## src/rtl/mem_access_unit_pkg.sv

```systemverilog
// Shared definitions for the load/store access stage: size codes (same
// encoding the downstream extension stage decodes), FSM states, timer width.
package mem_access_unit_pkg;

  localparam logic [2:0] SZ_B  = 3'b000;
  localparam logic [2:0] SZ_H  = 3'b001;
  localparam logic [2:0] SZ_W  = 3'b010;
  localparam logic [2:0] SZ_BU = 3'b100;
  localparam logic [2:0] SZ_HU = 3'b101;

  // Wide enough for the largest supported timeout (65535).
  localparam int TMR_W = 16;

  typedef enum logic [1:0] {
    ST_IDLE   = 2'd0,
    ST_ACCESS = 2'd1,
    ST_RESP   = 2'd2
  } mau_state_e;

  // Unsigned variants only make sense for loads; 011/11x are never legal.
  function automatic logic size_legal(input logic [2:0] size, input logic write);
    case (size)
      SZ_B, SZ_H, SZ_W: return 1'b1;
      SZ_BU, SZ_HU:     return !write;
      default:          return 1'b0;
    endcase
  endfunction

endpackage

```

## src/rtl/mem_access_unit_if.sv

```systemverilog
// Bundle of the datapath request/response handshake and the RAM bus.
// master: the access unit itself; slave: its environment (datapath + RAM).
interface mem_access_unit_if #(
  parameter int ADDR_WIDTH = 32
);
  logic                  req_valid;
  logic                  req_ready;
  logic                  req_write;
  logic [2:0]            req_size;
  logic [ADDR_WIDTH-1:0] req_addr;
  logic [31:0]           req_wdata;

  logic                  resp_valid;
  logic [31:0]           resp_rdata;
  logic [2:0]            resp_extend;
  logic                  resp_err;

  logic                  mem_req;
  logic                  mem_we;
  logic [3:0]            mem_be;
  logic [ADDR_WIDTH-1:0] mem_addr;
  logic [31:0]           mem_wdata;
  logic                  mem_ack;
  logic [31:0]           mem_rdata;

  modport master (
    input  req_valid, req_write, req_size, req_addr, req_wdata, mem_ack, mem_rdata,
    output req_ready, resp_valid, resp_rdata, resp_extend, resp_err,
           mem_req, mem_we, mem_be, mem_addr, mem_wdata
  );

  modport slave (
    output req_valid, req_write, req_size, req_addr, req_wdata, mem_ack, mem_rdata,
    input  req_ready, resp_valid, resp_rdata, resp_extend, resp_err,
           mem_req, mem_we, mem_be, mem_addr, mem_wdata
  );

endinterface

```

## src/rtl/mem_lane_align.sv

```systemverilog
// Byte-lane steering for one access: legality/alignment check, byte enables,
// store data moved up into its lanes and load data moved down to bit 0.
module mem_lane_align
  import mem_access_unit_pkg::*;
(
  input  logic [2:0]  size,
  input  logic        write,
  input  logic [1:0]  offset,
  input  logic [31:0] wdata,
  input  logic [31:0] rdata,
  output logic        legal,
  output logic [3:0]  be,
  output logic [31:0] wdata_lane,
  output logic [31:0] rdata_lane
);

  logic       aligned;
  logic [4:0] shamt;

  assign shamt = {offset, 3'b000};

  // Natural alignment and lane mask per access width.
  always_comb begin
    aligned = 1'b0;
    be      = 4'b0000;
    case (size)
      SZ_B, SZ_BU: begin
        aligned = 1'b1;
        be      = 4'b0001 << offset;
      end
      SZ_H, SZ_HU: begin
        aligned = ~offset[0];
        be      = 4'b0011 << offset;
      end
      SZ_W: begin
        aligned = (offset == 2'b00);
        be      = 4'b1111;
      end
      default: begin
        aligned = 1'b0;
        be      = 4'b0000;
      end
    endcase
  end

  assign legal      = aligned & size_legal(size, write);
  // Bytes outside be are left as the shifted value; the RAM ignores them.
  assign wdata_lane = wdata << shamt;
  // No extension here: upper bits are whatever the RAM word held above the lane.
  assign rdata_lane = rdata >> shamt;

endmodule

```

## src/rtl/mem_access_unit.sv

```systemverilog
// Load/store access stage: accepts one request at a time, checks it, runs the
// req/ack handshake with the data RAM (with an abort timer) and returns
// lane-aligned, unextended load data plus the size code for the extension stage.
module mem_access_unit
  import mem_access_unit_pkg::*;
#(
  parameter int ADDR_WIDTH     = 32,
  parameter int TIMEOUT_CYCLES = 255
) (
  input logic               clk,
  input logic               reset,
  mem_access_unit_if.master bus
);

  localparam logic [TMR_W-1:0] TMR_LAST = TMR_W'(TIMEOUT_CYCLES - 1);

  mau_state_e            state;
  logic [2:0]            cap_size;
  logic                  cap_write;
  logic [1:0]            cap_off;
  logic [TMR_W-1:0]      tmr;
  logic                  err_q;
  logic [31:0]           rdata_q;

  logic                  req_ready_q;
  logic                  resp_valid_q;
  logic [31:0]           resp_rdata_q;
  logic [2:0]            resp_extend_q;
  logic                  resp_err_q;
  logic                  mem_req_q;
  logic                  mem_we_q;
  logic [3:0]            mem_be_q;
  logic [ADDR_WIDTH-1:0] mem_addr_q;
  logic [31:0]           mem_wdata_q;

  logic                  in_idle;
  logic [2:0]            lane_size;
  logic                  lane_write;
  logic [1:0]            lane_off;
  logic                  lane_legal;
  logic [3:0]            lane_be;
  logic [31:0]           lane_wdata;
  logic [31:0]           lane_rdata;

  // In IDLE the lane logic looks at the live request (to decide and capture);
  // afterwards it works on the captured copy so the load shift uses the
  // original offset when the ack arrives.
  assign in_idle    = (state == ST_IDLE);
  assign lane_size  = in_idle ? bus.req_size      : cap_size;
  assign lane_write = in_idle ? bus.req_write     : cap_write;
  assign lane_off   = in_idle ? bus.req_addr[1:0] : cap_off;

  mem_lane_align u_lane (
    .size       (lane_size),
    .write      (lane_write),
    .offset     (lane_off),
    .wdata      (bus.req_wdata),
    .rdata      (bus.mem_rdata),
    .legal      (lane_legal),
    .be         (lane_be),
    .wdata_lane (lane_wdata),
    .rdata_lane (lane_rdata)
  );

  // Sequencer: IDLE -> (ACCESS ->) RESP -> IDLE, all outputs registered.
  always_ff @(posedge clk or posedge reset) begin
    if (reset) begin
      state         <= ST_IDLE;
      cap_size      <= '0;
      cap_write     <= 1'b0;
      cap_off       <= '0;
      tmr           <= '0;
      err_q         <= 1'b0;
      rdata_q       <= '0;
      req_ready_q   <= 1'b1;
      resp_valid_q  <= 1'b0;
      resp_rdata_q  <= '0;
      resp_extend_q <= '0;
      resp_err_q    <= 1'b0;
      mem_req_q     <= 1'b0;
      mem_we_q      <= 1'b0;
      mem_be_q      <= '0;
      mem_addr_q    <= '0;
      mem_wdata_q   <= '0;
    end else begin
      resp_valid_q <= 1'b0;
      resp_err_q   <= 1'b0;
      case (state)
        ST_IDLE: begin
          if (bus.req_valid) begin
            cap_size    <= bus.req_size;
            cap_write   <= bus.req_write;
            cap_off     <= bus.req_addr[1:0];
            tmr         <= '0;
            rdata_q     <= '0;
            req_ready_q <= 1'b0;
            if (lane_legal) begin
              state       <= ST_ACCESS;
              err_q       <= 1'b0;
              mem_req_q   <= 1'b1;
              mem_we_q    <= bus.req_write;
              mem_be_q    <= lane_be;
              mem_addr_q  <= {bus.req_addr[ADDR_WIDTH-1:2], 2'b00};
              mem_wdata_q <= lane_wdata;
            end else begin
              // Rejected requests never touch the RAM.
              state <= ST_RESP;
              err_q <= 1'b1;
            end
          end
        end
        ST_ACCESS: begin
          // An ack in the limit cycle still completes normally.
          if (bus.mem_ack) begin
            state     <= ST_RESP;
            mem_req_q <= 1'b0;
            mem_we_q  <= 1'b0;
            mem_be_q  <= '0;
            rdata_q   <= cap_write ? 32'h0 : lane_rdata;
          end else if (tmr == TMR_LAST) begin
            state     <= ST_RESP;
            tmr       <= tmr + 1'b1;
            mem_req_q <= 1'b0;
            mem_we_q  <= 1'b0;
            mem_be_q  <= '0;
            err_q     <= 1'b1;
          end else begin
            tmr <= tmr + 1'b1;
          end
        end
        ST_RESP: begin
          state         <= ST_IDLE;
          req_ready_q   <= 1'b1;
          resp_valid_q  <= 1'b1;
          resp_err_q    <= err_q;
          resp_rdata_q  <= rdata_q;
          resp_extend_q <= cap_size;
        end
        default: begin
          state       <= ST_IDLE;
          req_ready_q <= 1'b1;
          mem_req_q   <= 1'b0;
          mem_we_q    <= 1'b0;
        end
      endcase
    end
  end

  assign bus.req_ready   = req_ready_q;
  assign bus.resp_valid  = resp_valid_q;
  assign bus.resp_rdata  = resp_rdata_q;
  assign bus.resp_extend = resp_extend_q;
  assign bus.resp_err    = resp_err_q;
  assign bus.mem_req     = mem_req_q;
  assign bus.mem_we      = mem_we_q;
  assign bus.mem_be      = mem_be_q;
  assign bus.mem_addr    = mem_addr_q;
  assign bus.mem_wdata   = mem_wdata_q;

endmodule

```

## src/flat_wrapper.sv

```systemverilog
// flat-port wrapper written by rule: the top's interface ports become plain ports
module mem_access_unit_flat import mem_access_unit_pkg::*;
#(
  parameter int ADDR_WIDTH     = 32,
  parameter int TIMEOUT_CYCLES = 255
)
  (clk, reset, bus_req_valid, bus_req_write, bus_req_size, bus_req_addr, bus_req_wdata, bus_mem_ack, bus_mem_rdata, bus_req_ready, bus_resp_valid, bus_resp_rdata, bus_resp_extend, bus_resp_err, bus_mem_req, bus_mem_we, bus_mem_be, bus_mem_addr, bus_mem_wdata);
  mem_access_unit_if #(.ADDR_WIDTH(ADDR_WIDTH)) bus_i ();
  input logic clk;
  input logic reset;
  input wire logic [$bits(bus_i.req_valid)-1:0] bus_req_valid;
  input wire logic [$bits(bus_i.req_write)-1:0] bus_req_write;
  input wire logic [$bits(bus_i.req_size)-1:0] bus_req_size;
  input wire logic [$bits(bus_i.req_addr)-1:0] bus_req_addr;
  input wire logic [$bits(bus_i.req_wdata)-1:0] bus_req_wdata;
  input wire logic [$bits(bus_i.mem_ack)-1:0] bus_mem_ack;
  input wire logic [$bits(bus_i.mem_rdata)-1:0] bus_mem_rdata;
  output wire logic [$bits(bus_i.req_ready)-1:0] bus_req_ready;
  output wire logic [$bits(bus_i.resp_valid)-1:0] bus_resp_valid;
  output wire logic [$bits(bus_i.resp_rdata)-1:0] bus_resp_rdata;
  output wire logic [$bits(bus_i.resp_extend)-1:0] bus_resp_extend;
  output wire logic [$bits(bus_i.resp_err)-1:0] bus_resp_err;
  output wire logic [$bits(bus_i.mem_req)-1:0] bus_mem_req;
  output wire logic [$bits(bus_i.mem_we)-1:0] bus_mem_we;
  output wire logic [$bits(bus_i.mem_be)-1:0] bus_mem_be;
  output wire logic [$bits(bus_i.mem_addr)-1:0] bus_mem_addr;
  output wire logic [$bits(bus_i.mem_wdata)-1:0] bus_mem_wdata;
  assign bus_i.req_valid = bus_req_valid;
  assign bus_i.req_write = bus_req_write;
  assign bus_i.req_size = bus_req_size;
  assign bus_i.req_addr = bus_req_addr;
  assign bus_i.req_wdata = bus_req_wdata;
  assign bus_i.mem_ack = bus_mem_ack;
  assign bus_i.mem_rdata = bus_mem_rdata;
  assign bus_req_ready = bus_i.req_ready;
  assign bus_resp_valid = bus_i.resp_valid;
  assign bus_resp_rdata = bus_i.resp_rdata;
  assign bus_resp_extend = bus_i.resp_extend;
  assign bus_resp_err = bus_i.resp_err;
  assign bus_mem_req = bus_i.mem_req;
  assign bus_mem_we = bus_i.mem_we;
  assign bus_mem_be = bus_i.mem_be;
  assign bus_mem_addr = bus_i.mem_addr;
  assign bus_mem_wdata = bus_i.mem_wdata;
  mem_access_unit #(.ADDR_WIDTH(ADDR_WIDTH), .TIMEOUT_CYCLES(TIMEOUT_CYCLES)) u_core (.clk(clk), .reset(reset), .bus(bus_i));
endmodule
```

## config.mk

```make
export PLATFORM = sky130hd
export DESIGN_NAME = mem_access_unit_flat
export DESIGN_NICKNAME = d
export VERILOG_FILES = /design/src/rtl/mem_access_unit_pkg.sv /design/src/rtl/mem_access_unit_if.sv /design/src/rtl/mem_lane_align.sv /design/src/rtl/mem_access_unit.sv /design/src/flat_wrapper.sv
export SDC_FILE = /design/constraint.sdc
export NUM_CORES = 1
export LEC_CHECK = 0
export CAP_MARGIN = 0
export CORE_ASPECT_RATIO = 1.2
export CORE_UTILIZATION = 43
export DETAILED_ROUTE_END_ITERATION = 7
export GPL_TIMING_DRIVEN = 1
export PLACE_DENSITY = 0.74
export SKIP_LAST_GASP = 1
export SYNTH_ARGS = -nofsm -noshare
export SYNTH_HDL_FRONTEND = slang
export SYNTH_SLANG_ARGS = --single-unit
```

## constraint.sdc

```tcl
create_clock -name clk -period 5.2 [get_ports clk]
set_input_delay 0.78 -clock clk [delete_from_list [all_inputs] [get_ports clk]]
set_output_delay 0.78 -clock clk [all_outputs]
set_load 0.01 [all_outputs]
```

=== After elaboration in Yosys (flattened, before gate mapping) ===
Cells that the tools add are included.

* Memory bits (writable): 0
* Memories kept: 0
* Bits in latches: 0
* Output and inout bits: 108
* ROM bits: 0
* Register bits after elaboration: 163

* Multiplexer cells: 40
* Bitwise gates (word level): 4
* Div/mod/pow operators: 0
* Multiply operators: 0
* Reduce and logical (&&, ||, !) cells: 18
* Shifts and indexed selects: 4
* Equality and inequality tests: 13
* Add/subtract/negate cells: 1
* Order comparisons: 0

{| class="wikitable"
|+ Operator list
! cell !! count
|-
| $mux W32 || 3
|-
| $pmux W32 S2 || 1
|-
| $mux W16 || 2
|-
| $pmux W16 S2 || 1
|-
| $shl A32 B5 Y32 || 1
|-
| $shr A32 B5 Y32 || 1
|-
| $add A16 B1 Y16 const B || 1
|-
| $eq A16 B8 Y1 const B || 1
|-
| $mux W4 || 4
|-
| $mux W1 || 14
|-
| $pmux W4 S3 || 1
|-
| $reduce_and A4 Y1 || 3
|-
| $mux W2 || 5
|-
| $pmux W1 S3 || 3
|-
| $reduce_and A3 Y1 || 3
|-
| $ne A2 B2 Y1 const B || 4
|-
| $pmux W4 S2 || 1
|-
| $eq A3 B3 Y1 const B || 2
|-
| $pmux W1 S2 || 3
|-
| $reduce_and A2 Y1 || 3
|-
| $reduce_or A2 Y1 || 3
|-
| $logic_not A2 Y1 || 2
|-
| $pmux W2 S2 || 1
|-
| $shl A1 B2 Y4 const A || 1
|-
| 14 further kinds || 16
|}

=== Depth between registers and ports, before layout ===
Gate-level depths: netlist of run 1.

* Depth in word-level cells: 9
* Gate-level depth with buffers: 10
* Mapped depth without buffers: 8

=== Hierarchy ===
A second synthesis of run 1 with hierarchy kept.

* Cells, all modules: 799
* Area, all modules: 7776.2 µm²

{| class="wikitable"
|+ Modules (own cells, without submodules)
! module !! cells each !! times used !! area each (µm²)
|-
| mem_access_unit || 660 || 1 || 6637.6
|-
| mem_lane_align || 139 || 1 || 1138.6
|}

=== Worst setup path after synthesis of run 1 ===
No wires, ideal clock.

* Path kind: input-to-reg
* Start point: input bus_req_size[0]
* End point: register u_core.mem_be_q[0] (netlist: u_core.bus.mem_be[0])
* Library setup time: 0.125 ns
* Slack: 3.049 ns
* Stages: 6
* Arrival time: 2.026 ns
* Path buffers: 0
* Cell sequence: nor4_1 a21oi_2 o22a_2 nor2_2 o21a_4 mux2_4

* Word-level cells in the longest chain between the ends: 7

{| class="wikitable"
|+ RTL lines
! element !! line !! RTL
|-
| start, declared || flat_wrapper.sv:13 || <nowiki>input wire logic [$bits(bus_i.req_size)-1:0] bus_req_size;</nowiki>
|-
| $mux W3 * || mem_access_unit.sv:49 || <nowiki>assign lane_size = in_idle ? bus.req_size : cap_size;</nowiki>
|-
| $eq A3 B1 Y1 (tied with other cells) || mem_access_unit_pkg.sv:22, mem_lane_align.sv:26 ||
|-
| $reduce_or A3 Y1 (tied with other cells) || mem_access_unit_pkg.sv:22 || <nowiki>case (size)</nowiki>
|-
| $pmux W1 S2 (tied with other cells) || mem_access_unit_pkg.sv:22 ||
|-
| $and A1 B1 Y1 / $mux W4 (equally long branches) || mem_lane_align.sv:46, mem_access_unit.sv:97 ||
|-
| $ne A2 B2 Y1 (no source line) / $mux W4 (equally long branches) || n/a ||
|-
| $reduce_and A4 Y1 (no source line) / $pmux W4 S2 (equally long branches) || n/a ||
|-
| end signal, assigned || mem_access_unit.sv:102 || <nowiki>mem_be_q <= lane_be;</nowiki>
|-
| end, declared || mem_access_unit.sv:32 || <nowiki>logic [3:0] mem_be_q;</nowiki>
|}

Mark *: on every way between the ends. The rest lies on a longest branch, timed or not. The select of a mux whose other input is x is not followed.
A chain may end at the register's enable or synchronous reset.

=== Final worst setup path of run 1 ===
* Start point: register u_core.state[0]
* End point: register u_core.mem_wdata_q[13] (netlist: u_core.bus.mem_wdata[13])

* Word-level cells in the longest chain between the ends: 7

{| class="wikitable"
|+ RTL lines
! element !! line !! RTL
|-
| start, declared || mem_access_unit.sv:17 || <nowiki>mau_state_e state;</nowiki>
|-
| start signal, assigned || mem_access_unit.sv:68 || <nowiki>state <= ST_IDLE;</nowiki>
|-
| start signal, assigned || mem_access_unit.sv:98 || <nowiki>state <= ST_ACCESS;</nowiki>
|-
| start signal, assigned || mem_access_unit.sv:107 || <nowiki>state <= ST_RESP;</nowiki>
|-
| $logic_not A2 Y1 * || mem_access_unit.sv:48, mem_access_unit.sv:88 ||
|-
| $mux W3 || mem_access_unit.sv:49 ||
|-
| $eq A3 B1 Y1 (tied with other cells) || mem_access_unit_pkg.sv:22, mem_lane_align.sv:26 ||
|-
| $reduce_or A3 Y1 (tied with other cells) || mem_access_unit_pkg.sv:22 ||
|-
| $pmux W1 S2 / $pmux W1 S3 (equally long branches) || mem_access_unit_pkg.sv:22, mem_lane_align.sv:26 ||
|-
| $and A1 B1 Y1 || mem_lane_align.sv:46 || <nowiki>assign legal = aligned & size_legal(size, write);</nowiki>
|-
| $reduce_and A3 Y1 (no source line) || n/a ||
|-
| end signal, assigned || mem_access_unit.sv:104 || <nowiki>mem_wdata_q <= lane_wdata;</nowiki>
|-
| end, declared || mem_access_unit.sv:34 || <nowiki>logic [31:0] mem_wdata_q;</nowiki>
|}

Mark *: on every way between the ends. The rest lies on a longest branch, timed or not.

==> impl_metrics.toml, run 1 <==
[power]
power_frac_clock = 0.215
peakVddDrop_mv = 0.256
p_sw_mw = 2.06
internal_power_mw = 3.59
leakagePower_nw = 4.50
powerDensity_nw_per_um2 = 554
sw_frac_of_total = 0.365
p_seq_frac = 0.348
p_comb_frac = 0.437

[clock_network]
numCtsBuffers = 17
cts.clk_slew.worst_paths_ns = 0.07
tritoncts = "built"
postCtsHoldBufs = 0
post_cts_buffers = 0
cts-root-buf = "clkbuf_16"
htreeDepth = 4
clkLatencyLatePin_ns = 0.43
clockBufferDepth = 2
cts.sinks = 163
cts_resized = 0

[drt]
first_iter_violations = 362
wirelength_um = 19400
drtPass1Iterations = 8
vias = 5941
drc_errors = 0
ant_nets = 0
via_per_inst = 5.31
drt-wirelength-per-cell_um = 17.3

[global_routing]
grtUsageTotal = 0.226
gr-total-overflow = 0
grt_pass1_vias = 5896
antenna_found_initial = 0
grt_max_degree = 115
grt_pass1_wl_um = 31100

[final_layout]
final_cell_mix = "209 x clkdlybuf4s50_1, 167 x nand2_1, 162 x dfrtp_1, 42 x mux2_2, 38 x a21oi_1"
diodes = 0
utilization = 0.603
multi_input_comb_area_um2 = 3120
regArea_um2 = 4080
nets = 995
syn2layout_area_growth_pct = 37.0
n_fill_cell = 1430
mostFrequentLayoutCell = "clkdlybuf4s50_1"
drive_gt1_frac = 0.113

[synth]
yosys_warnings = 0
synthTopCellsByArea = "dfrtp_1 54%, nand2_1 8.4%, mux2_2 6.4%"
synthArstFlopShare = 1.00
netlist_instances = 696
syn_area_um2 = 7450
synth_xor_area_frac = 0.0129
synth_seq_cells = 163
synth_top_cell_by_area = "dfrtp_1"
synth-simple-area-share = 0.142
yosysSeqAreaShare = 0.548
synth_top_family_by_area = "multiplexers"
synth_ff_type = "dfrtp_1"
synth_adder_area_share = 0.00336
muxShareOfSynthArea = 0.144
syn_avg_cell_area_um2 = 10.7
yosys.area.top_type_share = 0.544
synth_compound_gate_area_share = 0.112
synth_cell_types = 59
synth-edff-count = 0

[setup_path]
worstPathArrival_ns = 3.72
crit_path_end_kind = "flip-flop"
worstPathRequired_ns = 5.52
crit_slowest_cell = "and2_1"
critPathKind = "reg -> reg"
worstPathCellList = "nor2_4 > and2_1 > nand3_4 > buf_4 > o31ai_1"
worstPathMaxFanout = 62
reg2reg_setup_slack_ns = 1.80
worstSetupStartpointType = "flip-flop"
max_stage_delay_ns = 0.82

[placement]
io_buffers = 209
dp_hpwl_um = 13200
gp_congestion = 0.799

[timing]
fmaxAchievable_ghz = 0.294
hold_violations = 0
relSlewSlack = 0.241
post-route-period-util = 0.653
rsz0062_at_grt = "no"
tns_ns = 0
worst_pin_slew_ns = 1.14
finClkSkew_ns = 0.0121
setup_viol = 0
min_period_ns = 3.40
finalMaxSlewViolations = 0

[floorplanning]
dieArea_um2 = 17900
die_y_um = 146
io_pins = 212
die_w_um = 122
core-area_um2 = 16900
start_util = 0.440
fp-row-count = 52

[job]
max-cap-violations = 0

[min_path]
hold_path.class = "reg -> reg"

[run_status]
status = "finished clean"
-- worst max-delay path, delay by kind of cell, from the launching register on --
kind | cells | cell delay (ns)
simple gates | 3 | 1.79
compound gates | 1 | 0.32
buf+inv | 1 | 0.51
flops | 1 | 0.63
-- sequential cells by signal (all words and copies together) (netlist names) --
name,flops
u_core.bus.mem_addr,30
u_core.bus.mem_be,4
u_core.bus.mem_req,1
u_core.bus.mem_wdata,32
u_core.bus.mem_we,1
u_core.bus.req_ready,1
u_core.bus.resp_err,1
u_core.bus.resp_extend,3
u_core.bus.resp_rdata,32
u_core.bus.resp_valid,1
u_core.cap_off,2
u_core.cap_size,3
u_core.cap_write,1
u_core.err_q,1
u_core.rdata_q,32
u_core.state,2
u_core.tmr,16
-- per-layer routing --
layer / global-route usage / share of wire
met1: 0.288 / 0.43
met2: 0.377 / 0.51
met3: 0.0426 / 0.044
met4: 0.0860 / 0.019
met5: 0 / 0
-- power groups by stage --
| stage | registers [mW] | logic, mW | clock network [mW] |
|---|---|---|---|
| global placement | 1.98 | 2.45 | 0 |
| CTS | 1.97 | 2.50 | 1.24 |
| detailed placement | 1.99 | 2.49 | 0 |
| floorplan | 2.08 | 1.32 | 0 |
| finish | 1.97 | 2.47 | 1.22 |
| global route | 2.03 | 2.68 | 1.30 |
-- per-stage QoR --
stage | power, mW | setup slack, ns | instances | instance area (um^2) | hold slack [ns]
global placement | 4.42 | 1.60 | 1086 | 9630 | 0.456
detailed placement | 4.48 | 1.46 | 1086 | 9630 | 0.465
CTS | 5.71 | 1.75 | 1118 | 10200 | 0.480
floorplan | 3.40 | 0.0167 | 697 | 7450 | 0.444
finish | 5.65 | 1.80 | 1118 | 10200 | 0.479
global route | 6.00 | 1.47 | 1118 | 10200 | 0.492
-- cells in the mapped netlist, types with 3 or more instances --
| master | instances |
|---|---|
| a22o_1 | 8 |
| buf_4 | 11 |
| o21ai_0 | 32 |
| buf_2 | 12 |
| nor3_1 | 3 |
| mux2_1 | 30 |
| o31ai_1 | 11 |
| or3_1 | 6 |
| mux2_2 | 42 |
| a32o_1 | 8 |
| mux2_4 | 4 |
| nand2_1 | 167 |
| nand4_1 | 4 |
| nor2_1 | 21 |
| and3_1 | 3 |
| and2_1 | 3 |
| inv_1 | 6 |
| o21ai_1 | 13 |
| buf_6 | 5 |
| a21oi_1 | 38 |
| xor2_1 | 10 |
| mux2i_1 | 18 |
| nand3_1 | 21 |
| dfrtp_1 | 162 |
| nand2b_1 | 3 |
| clkbuf_1 | 12 |
| o311ai_0 | 3 |
-- worst paths after layout --
path,end,depth (start not counted),from
setup / recovery,u_core.bus.mem_wdata[13]$_DFFE_PP0P_,5,u_core.state[0]$_DFFE_PP0P_
hold / removal,u_core.rdata_q[18]$_DFFE_PP0P_,2,u_core.rdata_q[18]$_DFFE_PP0P_
setup reg to reg,u_core.bus.mem_wdata[13]$_DFFE_PP0P_,5,u_core.state[0]$_DFFE_PP0P_
hold reg to reg,u_core.rdata_q[18]$_DFFE_PP0P_,2,u_core.rdata_q[18]$_DFFE_PP0P_
max in group asynchronous,u_core.bus.req_ready$_DFFE_PP1P_,3,reset
min in group asynchronous,u_core.bus.mem_addr[8]$_DFFE_PP0P_,2,reset
-- layout make-up --
type,instances,area share
clock buffers,17,0.0417
flip-flops and latches,163,0.400
well taps,216,0.0265
repair buffers,215,0.209
multi-input cells,486,0.305
clock inverters,15,0.0145
inverters,6,0.00270
-- logic make-up after synthesis --
family	Yosys count
simple gates	244
flops	163
compound gates	132
mux	95
buf+inv	48
xor+xnor	11
fa+ha+maj	2
other cells	1
No activity file was read; power rests on OpenSTA's default activity.
==> inputs of run 2 (changes only) <==
--- a/config.mk
+++ b/config.mk
@@ -7,10 +7,10 @@
 export LEC_CHECK = 0
 export CAP_MARGIN = 0
 export CORE_ASPECT_RATIO = 1.2
-export CORE_UTILIZATION = 43
+export CORE_UTILIZATION = 48
 export DETAILED_ROUTE_END_ITERATION = 7
 export GPL_TIMING_DRIVEN = 1
-export PLACE_DENSITY = 0.74
+export PLACE_DENSITY = 0.78
 export SKIP_LAST_GASP = 1
 export SYNTH_ARGS = -nofsm -noshare
 export SYNTH_HDL_FRONTEND = slang
==> constraint.sdc (replaced) <==
create_clock -name clk -period 3.4 [get_ports clk]
set_input_delay 0.51 -clock clk [delete_from_list [all_inputs] [get_ports clk]]
set_output_delay 0.51 -clock clk [all_outputs]
set_load 0.01 [all_outputs]
==> impl_metrics.toml, run 2 (synthesis gave the netlist of run 1 again) <==
[setup_path]
crit_path_start = "u_core.state[0]$_DFFE_PP0P_"
crit_path_end_kind = "flip-flop"
worstPathArrival_ns = 2.98
critPathCapture = "u_core.rdata_q[2]$_DFFE_PP0P_"
r2r_start = "u_core.state[0]$_DFFE_PP0P_"
critPathKind = "reg -> reg"
regToRegEndpoint = "u_core.rdata_q[2]$_DFFE_PP0P_"
reg2reg_setup_slack_ns = 0.72
rr_worst_depth = 6
worstSetupStartpointType = "flip-flop"
worstPathRequired_ns = 3.70
worstPathMaxFanout = 48

[global_routing]
grt_pass1_vias = 5896
grt_max_degree = 113
grtUsageTotal = 0.247
grt_pass1_wl_um = 30600
gr-total-overflow = 0
antenna_found_initial = 0

[power]
internal_power_mw = 5.64
p_sw_mw = 3.11
p_comb_frac = 0.435
sw_frac_of_total = 0.356
peakVddDrop_mv = 0.437
p_seq_frac = 0.345
leakagePower_nw = 4.55
powerDensity_nw_per_um2 = 851
power_frac_clock = 0.220

[drt]
drtPass1Iterations = 5
first_iter_violations = 374
wirelength_um = 19100
vias = 5989
ant_nets = 0
drc_errors = 0
drt-wirelength-per-cell_um = 17.2
via_per_inst = 5.39

[clock_network]
postCtsHoldBufs = 0
cts-root-buf = "clkbuf_16"
clkLatencyLatePin_ns = 0.42
cts.clk_slew.worst_paths_ns = 0.06
clockBufferDepth = 2
post_cts_buffers = 0
htreeDepth = 4
numCtsBuffers = 17
cts.sinks = 163
cts_resized = 0
tritoncts = "built"

[run_status]
status = "finished clean"

[final_layout]
mostFrequentLayoutCell = "clkdlybuf4s50_1"
utilization = 0.682
nets = 1000
diodes = 0
syn2layout_area_growth_pct = 38.1
n_fill_cell = 1179
final_cell_mix = "209 x clkdlybuf4s50_1, 167 x nand2_1, 162 x dfrtp_1, 42 x mux2_2, 38 x a21oi_1"
drive_gt1_frac = 0.118

[floorplanning]
die_w_um = 116
die_y_um = 138
io_pins = 212
fp-row-count = 49
dieArea_um2 = 16000
core-area_um2 = 15100
start_util = 0.494

[timing]
finalMaxSlewViolations = 0
layout_setup_ws_ns = 0.724
hold_violations = 0
worst_pin_slew_ns = 1.06
min_period_ns = 2.68
fin_hold_ws_ns = 0.438
rsz0062_at_grt = "no"
post-route-period-util = 0.787
tns_ns = 0
setup_viol = 0
fmaxAchievable_ghz = 0.374
finClkSkew_ns = 0.00844
relSlewSlack = 0.293

[placement]
gp_congestion = 0.819
place_ws_ns = 0.679
io_buffers = 209
dp_hpwl_um = 13100

[job]
max-cap-violations = 0

[min_path]
hold_path.class = "in -> async"
## run 2: final cells by class
| cell class | count | area [um^2] | area share |
|---|---|---|---|
| Sequential cell | 163 | 4080 | 0.397 |
| Multi-Input combinational cell | 486 | 3120 | 0.303 |
| Timing Repair Buffer | 220 | 2200 | 0.214 |
| Clock buffer | 19 | 453 | 0.0441 |
| Tap cell | 204 | 255 | 0.0248 |
| Clock inverter | 13 | 151 | 0.0147 |
| Inverter | 6 | 26.3 | 0.00256 |
## run 2: per-layer routing
| layer | share of wire | up-vias | wire length, um | track usage |
|---|---|---|---|---|
| li1 | - | 2820 | - | - |
| met1 | 0.41 | 2942 | 7810 | 0.312 |
| met2 | 0.51 | 192 | 9640 | 0.410 |
| met3 | 0.054 | 35 | 1030 | 0.0487 |
| met4 | 0.031 | 0 | 598 | 0.110 |
| met5 | 0 | - | 0 | 0 |
## run 2: power groups by stage
stage	sequential [mW]	clock [mW]	combinational [mW]
2_1_floorplan	3.18	0	2.01
3_3_place_gp	3.03	0	3.75
3_5_place_dp	3.04	0	3.81
4_1_cts	3.02	1.96	3.84
5_1_grt	3.11	2.04	4.12
6_report	3.02	1.92	3.80
## run 2: worst max-delay path, cell delays in order, from the launching register on
cell and delay (ns):
dfrtp_1 0.76, or2_1 0.52, mux2i_4 0.35, buf_12 0.27, mux2i_1 0.28, nand2_1 0.08
a32o_1 0.28
## run 2: worst min-delay path by stage
stage / start / end / slack [ns] / cells past startpoint
5_1_grt: reset / u_core.bus.mem_addr[19]$_DFFE_PP0P_ / 0.47 / 2
3_5_place_dp: u_core.rdata_q[13]$_DFFE_PP0P_ / u_core.rdata_q[13]$_DFFE_PP0P_ / 0.47 / 2
3_3_place_gp: u_core.rdata_q[21]$_DFFE_PP0P_ / u_core.rdata_q[21]$_DFFE_PP0P_ / 0.46 / 2
4_1_cts: reset / u_core.bus.mem_addr[19]$_DFFE_PP0P_ / 0.44 / 2
2_1_floorplan: u_core.rdata_q[10]$_DFFE_PP0P_ / u_core.rdata_q[10]$_DFFE_PP0P_ / 0.44 / 2
6_report: reset / u_core.bus.mem_addr[19]$_DFFE_PP0P_ / 0.44 / 2
## run 2: per-stage QoR
stage,cells,cell area (um^2),total power [mW]
CTS,1111,10300,8.82
global placement,1079,9680,6.78
floorplan,697,7450,5.19
global route,1111,10300,9.27
finish,1111,10300,8.75
detailed placement,1079,9680,6.86
